**src/rtl/operand_fetch_stage_pkg.sv**
```systemverilog
// Shared definitions for the SimpleRISC operand-fetch stage: instruction field
// positions, immediate modes and a register-index range helper.
package of_pkg;

  typedef enum logic [1:0] {
    IMM_SEXT = 2'b00,
    IMM_ZEXT = 2'b01,
    IMM_HIGH = 2'b10,
    IMM_RSVD = 2'b11
  } imm_mode_e;

  // Stores carry their data register in the rd slot, so rs2 is taken from here when is_st.
  localparam int RD_MSB       = 25;
  localparam int RD_LSB       = 22;
  localparam int RS1_MSB      = 21;
  localparam int RS1_LSB      = 18;
  localparam int RS2_MSB      = 17;
  localparam int RS2_LSB      = 14;
  localparam int IMM_MODE_MSB = 17;
  localparam int IMM_MODE_LSB = 16;
  localparam int IMM_MSB      = 15;
  localparam int IMM_LSB      = 0;
  localparam int OFFSET_W     = 27;

  function automatic logic idx_ok(input logic [3:0] idx, input int nregs);
    return (int'(idx) < nregs);
  endfunction

endpackage

```
**src/rtl/operand_fetch_stage_if.sv**
```systemverilog
// Decode-side, writeback-side and execute-side signals of the operand-fetch stage.
interface operand_fetch_stage_if #(parameter int XLEN = 32);

  logic            in_valid;
  logic            in_ready;
  logic [31:0]     inst;
  logic [XLEN-1:0] pc;
  logic            is_ret;
  logic            is_st;
  logic            use1;
  logic            use2;
  logic            wr_en;
  logic [3:0]      rd;
  logic            wb_en;
  logic [3:0]      wb_addr;
  logic [XLEN-1:0] wb_data;
  logic            out_valid;
  logic            out_ready;
  logic [XLEN-1:0] out_op1;
  logic [XLEN-1:0] out_op2;
  logic [XLEN-1:0] out_immx;
  logic [XLEN-1:0] out_branch_target;
  logic [XLEN-1:0] out_pc;
  logic [3:0]      out_rd;
  logic            out_wr_en;

  modport master (
    output in_valid, inst, pc, is_ret, is_st, use1, use2, wr_en, rd,
    output wb_en, wb_addr, wb_data, out_ready,
    input  in_ready, out_valid, out_op1, out_op2, out_immx, out_branch_target,
    input  out_pc, out_rd, out_wr_en
  );

  modport slave (
    input  in_valid, inst, pc, is_ret, is_st, use1, use2, wr_en, rd,
    input  wb_en, wb_addr, wb_data, out_ready,
    output in_ready, out_valid, out_op1, out_op2, out_immx, out_branch_target,
    output out_pc, out_rd, out_wr_en
  );

endinterface

```
**src/rtl/operand_fetch_stage_scoreboard.sv**
```systemverilog
// Per-register busy bits and RAW/WAW hazard detection for the operand-fetch stage.
// With OF_BYPASS_EN a same-cycle writeback hides the busy bit of a matching source.
module of_scoreboard
  import of_pkg::*;
#(
  parameter int NREGS = 16
) (
  input  logic       clk,
  input  logic       Reset,
  input  logic [3:0] rs1,
  input  logic [3:0] rs2,
  input  logic [3:0] rd,
  input  logic       use1,
  input  logic       use2,
  input  logic       wr_en,
  input  logic       accept,
  input  logic       wb_en,
  input  logic [3:0] wb_addr,
  output logic       hazard
);

  logic [NREGS-1:0] busy_r;
  logic [NREGS-1:0] busy_nxt_s;
  logic             fwd1_s;
  logic             fwd2_s;

  function automatic logic lookup(input logic [NREGS-1:0] vec, input logic [3:0] idx);
    logic hit;
    hit = 1'b0;
    for (int i = 0; i < NREGS; i++) begin
      hit = hit | (vec[i] & (idx == 4'(i)));
    end
    return hit;
  endfunction

`ifdef OF_BYPASS_EN
  assign fwd1_s = wb_en && (wb_addr == rs1);
  assign fwd2_s = wb_en && (wb_addr == rs2);
`else
  assign fwd1_s = 1'b0;
  assign fwd2_s = 1'b0;
`endif

  // Next busy vector: a set from an accepted writer beats a same-edge clear.
  always_comb begin
    busy_nxt_s = busy_r;
    for (int i = 0; i < NREGS; i++) begin
      busy_nxt_s[i] = (accept && wr_en && (rd == 4'(i))) ||
                      (busy_r[i] && !(wb_en && (wb_addr == 4'(i))));
    end
  end

  // Hazard compare against the current busy vector.
  always_comb begin
    hazard = (use1  && lookup(busy_r, rs1) && !fwd1_s) ||
             (use2  && lookup(busy_r, rs2) && !fwd2_s) ||
             (wr_en && lookup(busy_r, rd));
  end

  // Busy-bit state register.
  always_ff @(posedge clk or posedge Reset) begin
    if (Reset) begin
      busy_r <= '0;
    end else begin
      busy_r <= busy_nxt_s;
    end
  end

endmodule

```
**src/rtl/operand_fetch_stage.sv**
```systemverilog
// SimpleRISC operand-fetch stage: register file, scoreboard, immediate and branch decode,
// one registered bundle per accepted instruction. Optional forwarding: OF_BYPASS_EN.
module operand_fetch_stage
  import of_pkg::*;
#(
  parameter int XLEN    = 32,
  parameter int NREGS   = 16,
  parameter int RET_REG = NREGS - 1
) (
  input logic                  clk,
  input logic                  Reset,
  operand_fetch_stage_if.slave bus
);

  logic [XLEN-1:0] regfile_r [NREGS];
  logic [3:0]      rs1_s;
  logic [3:0]      rs2_s;
  logic [XLEN-1:0] op1_s;
  logic [XLEN-1:0] op2_s;
  logic [XLEN-1:0] immx_s;
  logic [XLEN-1:0] offset_s;
  logic [XLEN-1:0] target_s;
  logic [15:0]     imm_s;
  imm_mode_e       mode_s;
  logic            hazard_s;
  logic            accept_s;
  logic            unused_s;

  function automatic logic [XLEN-1:0] read_reg(input logic [3:0] idx);
    logic [XLEN-1:0] v;
    v = '0;
    for (int i = 0; i < NREGS; i++) begin
      v = v | (regfile_r[i] & {XLEN{idx == 4'(i)}});
    end
    return v;
  endfunction

  assign rs1_s    = bus.is_ret ? 4'(RET_REG) : bus.inst[RS1_MSB:RS1_LSB];
  assign rs2_s    = bus.is_st ? bus.inst[RD_MSB:RD_LSB] : bus.inst[RS2_MSB:RS2_LSB];
  assign imm_s    = bus.inst[IMM_MSB:IMM_LSB];
  assign mode_s   = imm_mode_e'(bus.inst[IMM_MODE_MSB:IMM_MODE_LSB]);
  assign offset_s = {{(XLEN-OFFSET_W){bus.inst[OFFSET_W-1]}}, bus.inst[OFFSET_W-1:0]};
  assign target_s = bus.pc + (offset_s << 2);
  assign unused_s = ^bus.inst[31:OFFSET_W];

  assign bus.in_ready = (!bus.out_valid || bus.out_ready) && !hazard_s;
  assign accept_s     = bus.in_valid && bus.in_ready;

  // Source operand read, with optional same-cycle writeback forwarding.
  always_comb begin
    op1_s = read_reg(rs1_s);
    op2_s = read_reg(rs2_s);
`ifdef OF_BYPASS_EN
    if (bus.wb_en && idx_ok(bus.wb_addr, NREGS) && (bus.wb_addr == rs1_s)) begin
      op1_s = bus.wb_data;
    end else begin
      op1_s = read_reg(rs1_s);
    end
    if (bus.wb_en && idx_ok(bus.wb_addr, NREGS) && (bus.wb_addr == rs2_s)) begin
      op2_s = bus.wb_data;
    end else begin
      op2_s = read_reg(rs2_s);
    end
`endif
  end

  // Immediate extension by mode.
  always_comb begin
    immx_s = '0;
    case (mode_s)
      IMM_SEXT: immx_s = {{(XLEN-16){imm_s[15]}}, imm_s};
      IMM_ZEXT: immx_s[15:0] = imm_s;
      IMM_HIGH: immx_s[31:16] = imm_s;
      IMM_RSVD: immx_s = '0;
      default:  immx_s = '0;
    endcase
  end

  of_scoreboard #(.NREGS(NREGS)) u_sb (
    .clk     (clk),
    .Reset   (Reset),
    .rs1     (rs1_s),
    .rs2     (rs2_s),
    .rd      (bus.rd),
    .use1    (bus.use1),
    .use2    (bus.use2),
    .wr_en   (bus.wr_en),
    .accept  (accept_s),
    .wb_en   (bus.wb_en),
    .wb_addr (bus.wb_addr),
    .hazard  (hazard_s)
  );

  // Register file write port; out-of-range indices are dropped.
  always_ff @(posedge clk or posedge Reset) begin
    if (Reset) begin
      for (int i = 0; i < NREGS; i++) begin
        regfile_r[i] <= '0;
      end
    end else begin
      for (int i = 0; i < NREGS; i++) begin
        if (bus.wb_en && (bus.wb_addr == 4'(i))) begin
          regfile_r[i] <= bus.wb_data;
        end
      end
    end
  end

  // Output bundle: loads on acceptance, drains when consumed, holds under backpressure.
  always_ff @(posedge clk or posedge Reset) begin
    if (Reset) begin
      bus.out_valid         <= 1'b0;
      bus.out_op1           <= '0;
      bus.out_op2           <= '0;
      bus.out_immx          <= '0;
      bus.out_branch_target <= '0;
      bus.out_pc            <= '0;
      bus.out_rd            <= 4'h0;
      bus.out_wr_en         <= 1'b0;
    end else if (accept_s) begin
      bus.out_valid         <= 1'b1;
      bus.out_op1           <= op1_s;
      bus.out_op2           <= op2_s;
      bus.out_immx          <= immx_s;
      bus.out_branch_target <= target_s;
      bus.out_pc            <= bus.pc;
      bus.out_rd            <= bus.rd;
      bus.out_wr_en         <= bus.wr_en;
    end else if (bus.out_valid && bus.out_ready) begin
      bus.out_valid         <= 1'b0;
    end
  end

endmodule

```
**src/flat_wrapper.sv**
```systemverilog
// flat-port wrapper written by rule: the top's interface ports become plain ports
module operand_fetch_stage_flat import of_pkg::*;
#(
  parameter int XLEN    = 32,
  parameter int NREGS   = 16,
  parameter int RET_REG = NREGS - 1
)
  (clk, Reset, bus_in_valid, bus_inst, bus_pc, bus_is_ret, bus_is_st, bus_use1, bus_use2, bus_wr_en, bus_rd, bus_wb_en, bus_wb_addr, bus_wb_data, bus_out_ready, bus_in_ready, bus_out_valid, bus_out_op1, bus_out_op2, bus_out_immx, bus_out_branch_target, bus_out_pc, bus_out_rd, bus_out_wr_en);
  operand_fetch_stage_if #(.XLEN(XLEN)) bus_i ();
  input logic clk;
  input logic Reset;
  input wire logic [$bits(bus_i.in_valid)-1:0] bus_in_valid;
  input wire logic [$bits(bus_i.inst)-1:0] bus_inst;
  input wire logic [$bits(bus_i.pc)-1:0] bus_pc;
  input wire logic [$bits(bus_i.is_ret)-1:0] bus_is_ret;
  input wire logic [$bits(bus_i.is_st)-1:0] bus_is_st;
  input wire logic [$bits(bus_i.use1)-1:0] bus_use1;
  input wire logic [$bits(bus_i.use2)-1:0] bus_use2;
  input wire logic [$bits(bus_i.wr_en)-1:0] bus_wr_en;
  input wire logic [$bits(bus_i.rd)-1:0] bus_rd;
  input wire logic [$bits(bus_i.wb_en)-1:0] bus_wb_en;
  input wire logic [$bits(bus_i.wb_addr)-1:0] bus_wb_addr;
  input wire logic [$bits(bus_i.wb_data)-1:0] bus_wb_data;
  input wire logic [$bits(bus_i.out_ready)-1:0] bus_out_ready;
  output wire logic [$bits(bus_i.in_ready)-1:0] bus_in_ready;
  output wire logic [$bits(bus_i.out_valid)-1:0] bus_out_valid;
  output wire logic [$bits(bus_i.out_op1)-1:0] bus_out_op1;
  output wire logic [$bits(bus_i.out_op2)-1:0] bus_out_op2;
  output wire logic [$bits(bus_i.out_immx)-1:0] bus_out_immx;
  output wire logic [$bits(bus_i.out_branch_target)-1:0] bus_out_branch_target;
  output wire logic [$bits(bus_i.out_pc)-1:0] bus_out_pc;
  output wire logic [$bits(bus_i.out_rd)-1:0] bus_out_rd;
  output wire logic [$bits(bus_i.out_wr_en)-1:0] bus_out_wr_en;
  assign bus_i.in_valid = bus_in_valid;
  assign bus_i.inst = bus_inst;
  assign bus_i.pc = bus_pc;
  assign bus_i.is_ret = bus_is_ret;
  assign bus_i.is_st = bus_is_st;
  assign bus_i.use1 = bus_use1;
  assign bus_i.use2 = bus_use2;
  assign bus_i.wr_en = bus_wr_en;
  assign bus_i.rd = bus_rd;
  assign bus_i.wb_en = bus_wb_en;
  assign bus_i.wb_addr = bus_wb_addr;
  assign bus_i.wb_data = bus_wb_data;
  assign bus_i.out_ready = bus_out_ready;
  assign bus_in_ready = bus_i.in_ready;
  assign bus_out_valid = bus_i.out_valid;
  assign bus_out_op1 = bus_i.out_op1;
  assign bus_out_op2 = bus_i.out_op2;
  assign bus_out_immx = bus_i.out_immx;
  assign bus_out_branch_target = bus_i.out_branch_target;
  assign bus_out_pc = bus_i.out_pc;
  assign bus_out_rd = bus_i.out_rd;
  assign bus_out_wr_en = bus_i.out_wr_en;
  operand_fetch_stage #(.XLEN(XLEN), .NREGS(NREGS), .RET_REG(RET_REG)) u_core (.clk(clk), .Reset(Reset), .bus(bus_i));
endmodule
```
**config.mk**
```make
export PLATFORM = sky130hd
export DESIGN_NAME = operand_fetch_stage_flat
export DESIGN_NICKNAME = d
export VERILOG_FILES = /design/src/rtl/operand_fetch_stage_pkg.sv /design/src/rtl/operand_fetch_stage_if.sv /design/src/rtl/operand_fetch_stage_scoreboard.sv /design/src/rtl/operand_fetch_stage.sv /design/src/flat_wrapper.sv
export SDC_FILE = /design/constraint.sdc
export NUM_CORES = 2
export LEC_CHECK = 0
export ABC_AREA = 0
export BUFFER_PORTS_ARGS = -buffer_cell sky130_fd_sc_hd__buf_4
export CAP_MARGIN = 10
export CORE_ASPECT_RATIO = 2
export CORE_MARGIN = 2
export CORE_UTILIZATION = 55
export CTS_BUF_LIST = sky130_fd_sc_hd__clkbuf_8
export CTS_CLUSTER_SIZE = 20
export DETAILED_ROUTE_END_ITERATION = 7
export GPL_TIMING_DRIVEN = 0
export PLACE_DENSITY = 0.78
export REMOVE_ABC_BUFFERS = 1
export SLEW_MARGIN = 20
export SYNTH_ARGS = -nofsm -noshare
export SYNTH_HDL_FRONTEND = slang
export SYNTH_SLANG_ARGS = --single-unit
```
**constraint.sdc**
```tcl
create_clock -name clk -period 28.2 [get_ports clk]
set_clock_uncertainty 0.2 [all_clocks]
set_input_delay 5.64 -clock clk [delete_from_list [all_inputs] [get_ports clk]]
set_output_delay 5.64 -clock clk [all_outputs]
set_load 0.005 [all_outputs]
```
# Yosys cells after proc, flatten, opt, wreduce, memory -nomap -nowiden
# Cells that the tools add are included.
[word_totals] output_inout_bits=167 regBits=694 elab_cells=348 in_bits=114
[classes] muxes=6 bitwise_logic=155 n_reduce_logical=99 eq_ne=62 n_addsub=1
[ops] operator="$and 32x32->32" count=32
[ops] operator="$or 32x32->32" count=30
[ops] operator="$eq 4x4->1 const B" count=32
[ops] operator="$eq 4x3->1 const B" count=16
[ops] operator="$logic_and 1x1->1" count=55
[ops] operator="$and 1x1->1" count=48
[ops] operator="$or 1x1->1" count=45
[ops] operator="$add 32x32->32" count=1
[ops] operator="$eq 4x2->1 const B" count=8
[ops] operator="$pmux 16 s2" count=1
[ops] operator="$logic_or 1x1->1" count=19
[ops] operator="$logic_not 1->1" count=18
[ops] operator="$eq 4x1->1 const B" count=4
[ops] operator="$logic_not 4->1" count=4
[ops] operator="$mux 16" count=1
[ops] operator="$mux 4" count=2
[ops] operator="$eq 2x1->1 const B" count=1
[ops] operator="$eq 2x2->1 const B" count=1
[ops] operator="$logic_not 2->1" count=1
[ops] operator="$mux 1" count=2
[ops] operator="$reduce_bool 2->1" count=1
[ops] operator="$reduce_or 2->1" count=1

# Longest topological paths before layout
[depth] word_depth=27 mapped_depth=13 ltp_nobuf=12

# Modules after synthesis
# From an unflattened synthesis, not the netlist that was laid out.
[hier_totals] hier_cells=3147 area_unflattened_um2=34659.5
[by_module_without_submodules] mod="operand_fetch_stage" seq_area_each_um2=16916.2 area_each_um2=33469.6 cells_each=3015 instances=1
[by_module_without_submodules] mod="of_scoreboard" seq_area_each_um2=400.4 area_each_um2=1189.9 cells_each=132 instances=1

# Least setup slack after synthesis
# Ideal clock, no wire load.
[synth_path] path_type="input to output" startpoint="input bus_inst[20]" endpoint="output bus_in_ready" t_arrival_ns=7.256 stages=7 t_required_ns=22.360 path_buffers=1 slack_ns=15.104 cell_sequence="clkbuf_1 -> mux4_2 -> nor2b_1 -> a221o_1 -> o41ai_1 -> and2_1 -> and3_1"
[synth_via] elab_chain_cells=23 elab_cells_between_ends=53 cone_classes="eq/ne (15); mux (1); bitwise (31); reduce/logical (6)"
[synth_rtl] item="start, declared" line_no="flat_wrapper.sv:13" source="input wire logic [$bits(bus_i.inst)-1:0] bus_inst;"
[synth_rtl] item="$mux 4 (*)" line_no="operand_fetch_stage.sv:38" source="assign rs1_s = bus.is_ret ? 4'(RET_REG) : bus.inst[RS1_MSB:RS1_LSB];"
[synth_rtl] item="$eq 4x1->1 / $logic_not 4->1 (equally long branches)" line_no="operand_fetch_stage_scoreboard.sv:31" source="hit = hit | (vec[i] & (idx == 4'(i)));"
[synth_rtl] item="$and 1x1->1" line_no="operand_fetch_stage_scoreboard.sv:31"
[synth_rtl] item="$or 1x1->1 (14 in a row)" line_no="operand_fetch_stage_scoreboard.sv:31"
[synth_rtl] item="$or 1x1->1 (*)" line_no="operand_fetch_stage_scoreboard.sv:31"
[synth_rtl] item="$logic_and 1x1->1 (*)" line_no="operand_fetch_stage_scoreboard.sv:55" source="hazard = (use1 && lookup(busy_r, rs1) && !fwd1_s) ||"
[synth_rtl] item="$logic_or 1x1->1 (*)" line_no="operand_fetch_stage_scoreboard.sv:55"
[synth_rtl] item="$logic_or 1x1->1 (*)" line_no="operand_fetch_stage_scoreboard.sv:56" source="(use2 && lookup(busy_r, rs2) && !fwd2_s) ||"
[synth_rtl] item="$logic_not 1->1 (*)" line_no="operand_fetch_stage.sv:46" source="assign bus.in_ready = (!bus.out_valid || bus.out_ready) && !hazard_s;"
[synth_rtl] item="$logic_and 1x1->1 (*)" line_no="operand_fetch_stage.sv:46"
[synth_rtl] item="end, declared" line_no="flat_wrapper.sv:25" source="output wire logic [$bits(bus_i.in_ready)-1:0] bus_in_ready;"
# Every way passes the cells marked *; elsewhere a longest branch is shown, timed or not.

# Final worst setup path
[layout_path] startpoint="input bus_inst[18]" endpoint="output bus_in_ready"
# The elaborated chain is that of the path after synthesis.

==> results.yml <==
worst_setup_path:
  cp-start-kind: "input pin"
  crit_fanout: 10
  cpLargestDelayFamily: "simple AND/OR/NAND/NOR gates"
  critPathBufInv: 3
  path_depth: 9
  path_common_cell: "buf_4"
  worst-r2r-setup-slack_ps: 24040
  max_stage_delay_ps: 720
  worstSetupPathType: "input pin to output port"
  cp_slowest_cell: "nor3_4"
  path_cells: "buf_4 -> or3_1 -> nor3_4 -> buf_8 -> a22o_1 -> o41ai_1 -> and2_1 -> and3_1 -> buf_4"
  r2r_cells: 10
  timing.rr.end: "u_core.bus.out_pc[2]"
  reg2reg_from: "u_core.u_sb.busy_r[3]"
  required_ps: 22360
  cp.arrival_ps: 8120
  cp-end-kind: "output port"
clocking:
  cts_tree: "built"
  holdBufCountCts: 0
  cts_setup_buffers: 0
  cts_root_buffer: "clkbuf_8"
  cts-htree-levels: 3
  clk_pin_slew_worst_paths_ps: 60
  cts_buffer_depth: 3
  clock_sinks: 692
  cts-resized-gates: 0
  clk_latency_ps: 730
  numCtsBuffers: 93
drt:
  ant_nets: 0
  vias: 28750
  routed_wl_um: 124000
  first_pass_iters: 8
  drc_errors: 4
  drt_iter0_drc: 3846
  routed_via_density: 7.453
  post_drt_wl_per_cell_um: 32.16
sta:
  final.period_utilization_pct: 49.50
  max_freq_ghz: 0.07163
  finalMaxSlewViolations: 0
  tightest_slew_ps: 1133
  whs_ps: 296.8
  rsz0062_at_grt: "no"
  finalSetupViolCount: 0
  relSlewSlack_pct: 24.11
  hold_viol: 0
  period_needed_ps: 13960
finish:
  final_cell_mix: "692 x dfrtp_1, 562 x mux2_2, 289 x buf_4"
  fin_nets: 3156
  fin_area_um2: 39950
  area_delta_synth_final_pct: 19.54
  mostFrequentLayoutCell: "dfrtp_1"
  fillCellCount: 4264
  multiInputGateArea_um2: 15440
  drive_gt1_share_pct: 37.50
  seqCellArea_um2: 17320
power_and_ir_drop:
  vdd_drop_max_mv: 0.03563
  power_density_nw_per_um2: 73.82
  p_leak_nw: 16.84
synth:
  synth_edf_count: 0
  ys_types: 80
  synthArstFlopShare_pct: 100.0
  postSynthAreaPerCell_um2: 12.08
  yosys_warnings: 0
  syn_inst: 2766
  synthFlopType: "dfrtp_1"
  syn_area_um2: 33420
  seq_area_frac_synth_pct: 51.82
  synth-seq-cells: 692
global_route:
  gr-total-overflow: 0
  antenna_found_initial: 7
  grt_pass1_wl_um: 182600
  first_global_vias: 29800
  track_usage_pct: 38.94
  grt_max_degree: 113
place:
  placed_area_um2: 38100
  place_congestion: 0.9228
  io_buffers: 275
  dp.final_hpwl_um: 80430
run_status:
  violations: "design-rule violations"
  outcome: "finished with violations"
hold_path:
  hold_start: "u_core.bus.out_branch_target[3]"
  hold_depth: 1
  hold_end: "u_core.bus.out_branch_target[3]"
  min-delay-path-class: "register to register"
floorplan:
  die_x_um: 178.3
  initial_core_util_pct: 55.64
  dieArea_um2: 62870
  core_area_um2: 60070
  ios: 281
  die_h_um: 352.6
  std_cell_rows: 127
flow_run:
  drv_cap: 0
cell usage after synthesis (4+ instances only):
cell type | number | share of area (%)
dfrtp_1 | 692 | 52
and2_1 | 15 | 0.28
a21oi_1 | 87 | 1.3
a31oi_1 | 8 | 0.15
buf_1 | 15 | 0.17
a31o_2 | 16 | 0.42
and3_1 | 39 | 0.73
nor2b_1 | 8 | 0.15
nor3_1 | 14 | 0.21
nand2_1 | 80 | 0.90
nand3b_1 | 10 | 0.22
mux2_2 | 562 | 19
and2_0 | 4 | 0.075
o21a_1 | 4 | 0.090
xnor2_1 | 13 | 0.34
a22oi_1 | 192 | 4.3
nand2b_1 | 14 | 0.26
nor3b_1 | 7 | 0.16
a41oi_1 | 43 | 1.1
nand3_1 | 26 | 0.39
a222oi_1 | 32 | 0.96
buf_4 | 6 | 0.13
or3_1 | 8 | 0.15
inv_1 | 23 | 0.26
a21o_1 | 13 | 0.29
nor2_1 | 159 | 1.8
a221oi_1 | 130 | 3.4
mux2_1 | 5 | 0.17
o31ai_1 | 5 | 0.11
xor2_1 | 7 | 0.18
ha_1 | 29 | 1.1
o21ai_0 | 36 | 0.54
a22o_1 | 135 | 3.5
buf_2 | 25 | 0.37
nand4_1 | 38 | 0.71
and4_1 | 10 | 0.26
clkbuf_1 | 185 | 2.1
flip-flops by register name (all words and copies together), names as in the netlist:
name and count:
u_core.bus.out_branch_target 30, u_core.bus.out_valid 1, u_core.regfile_r 512, u_core.bus.out_op1 32
u_core.bus.out_immx 32, u_core.bus.out_rd 4, u_core.bus.out_wr_en 1, u_core.u_sb.busy_r 16
u_core.bus.out_op2 32, u_core.bus.out_pc 32
worst register-to-register path, delay by kind of cell (launching register included):
family	cells	cell delay, ps
simple gates	3	840
compound gates	2	650
mux	2	890
flops	1	480
buf+inv	3	960
cell families after synthesis:
kind of cell / share of synthesized area (%)
flip-flops: 51.82
XOR/XNOR: 0.5242
AO/OA/AOI/OAI: 17.47
multiplexers: 19.26
AND/OR/NAND/NOR: 6.720
adder cells (fa/ha/maj): 1.146
buffers and inverters: 3.059
final cells by class:
class / count / share of cell area [%]
Timing Repair Buffer: 383 / 10.73
Tap cell: 774 / 2.424
Inverter: 24 / 0.2443
Antenna cell: 6 / 0.03758
Clock inverter: 49 / 0.7548
Clock buffer: 111 / 3.824
Sequential cell: 692 / 43.34
Multi-Input combinational cell: 1818 / 38.64
metal layers:
metal | global-route usage (%) | up-vias | part of all wire (%)
li1 | - | 11180 | -
met1 | 43.09 | 14060 | 32
met2 | 59.93 | 2547 | 45
met3 | 12.73 | 953 | 13
met4 | 33.07 | 2 | 10
met5 | 0 | - | 0.0089
metrics by stage:
stage                     total power, W  utilization, %  cells  TNS (ps)  worst slack, ps
after floorplan                 0.001805               -   2534         0             2957
after global placement          0.002114           59.14   3583  -2210940            -3366
after detailed placement        0.002168           63.43   3691         0            14250
after CTS                       0.002933           66.48   3851         0            14230
after global routing            0.003069           66.50   3855         0            14180
final                           0.002949           66.51   3857         0            14240
report_power, final:
group          switching [W]  internal (W)
combinational       0.000307      0.000384
clock               0.000390      0.000384
sequential          0.000223       0.00126
how the worst max path moves through the flow:
stage                 startpoint                          endpoint  slack [ps]
finish              bus_inst[18]                      bus_in_ready       14240
global route           bus_is_st                      bus_in_ready       14180
CTS                 bus_inst[23]                      bus_in_ready       14230
detailed placement  bus_inst[23]                      bus_in_ready       14250
global placement           Reset             u_core.regfile_r[508]       -3370
floorplan                  Reset  u_core.bus.out_branch_target[10]        2960
Note: power is estimated with default switching activity, not from simulation.
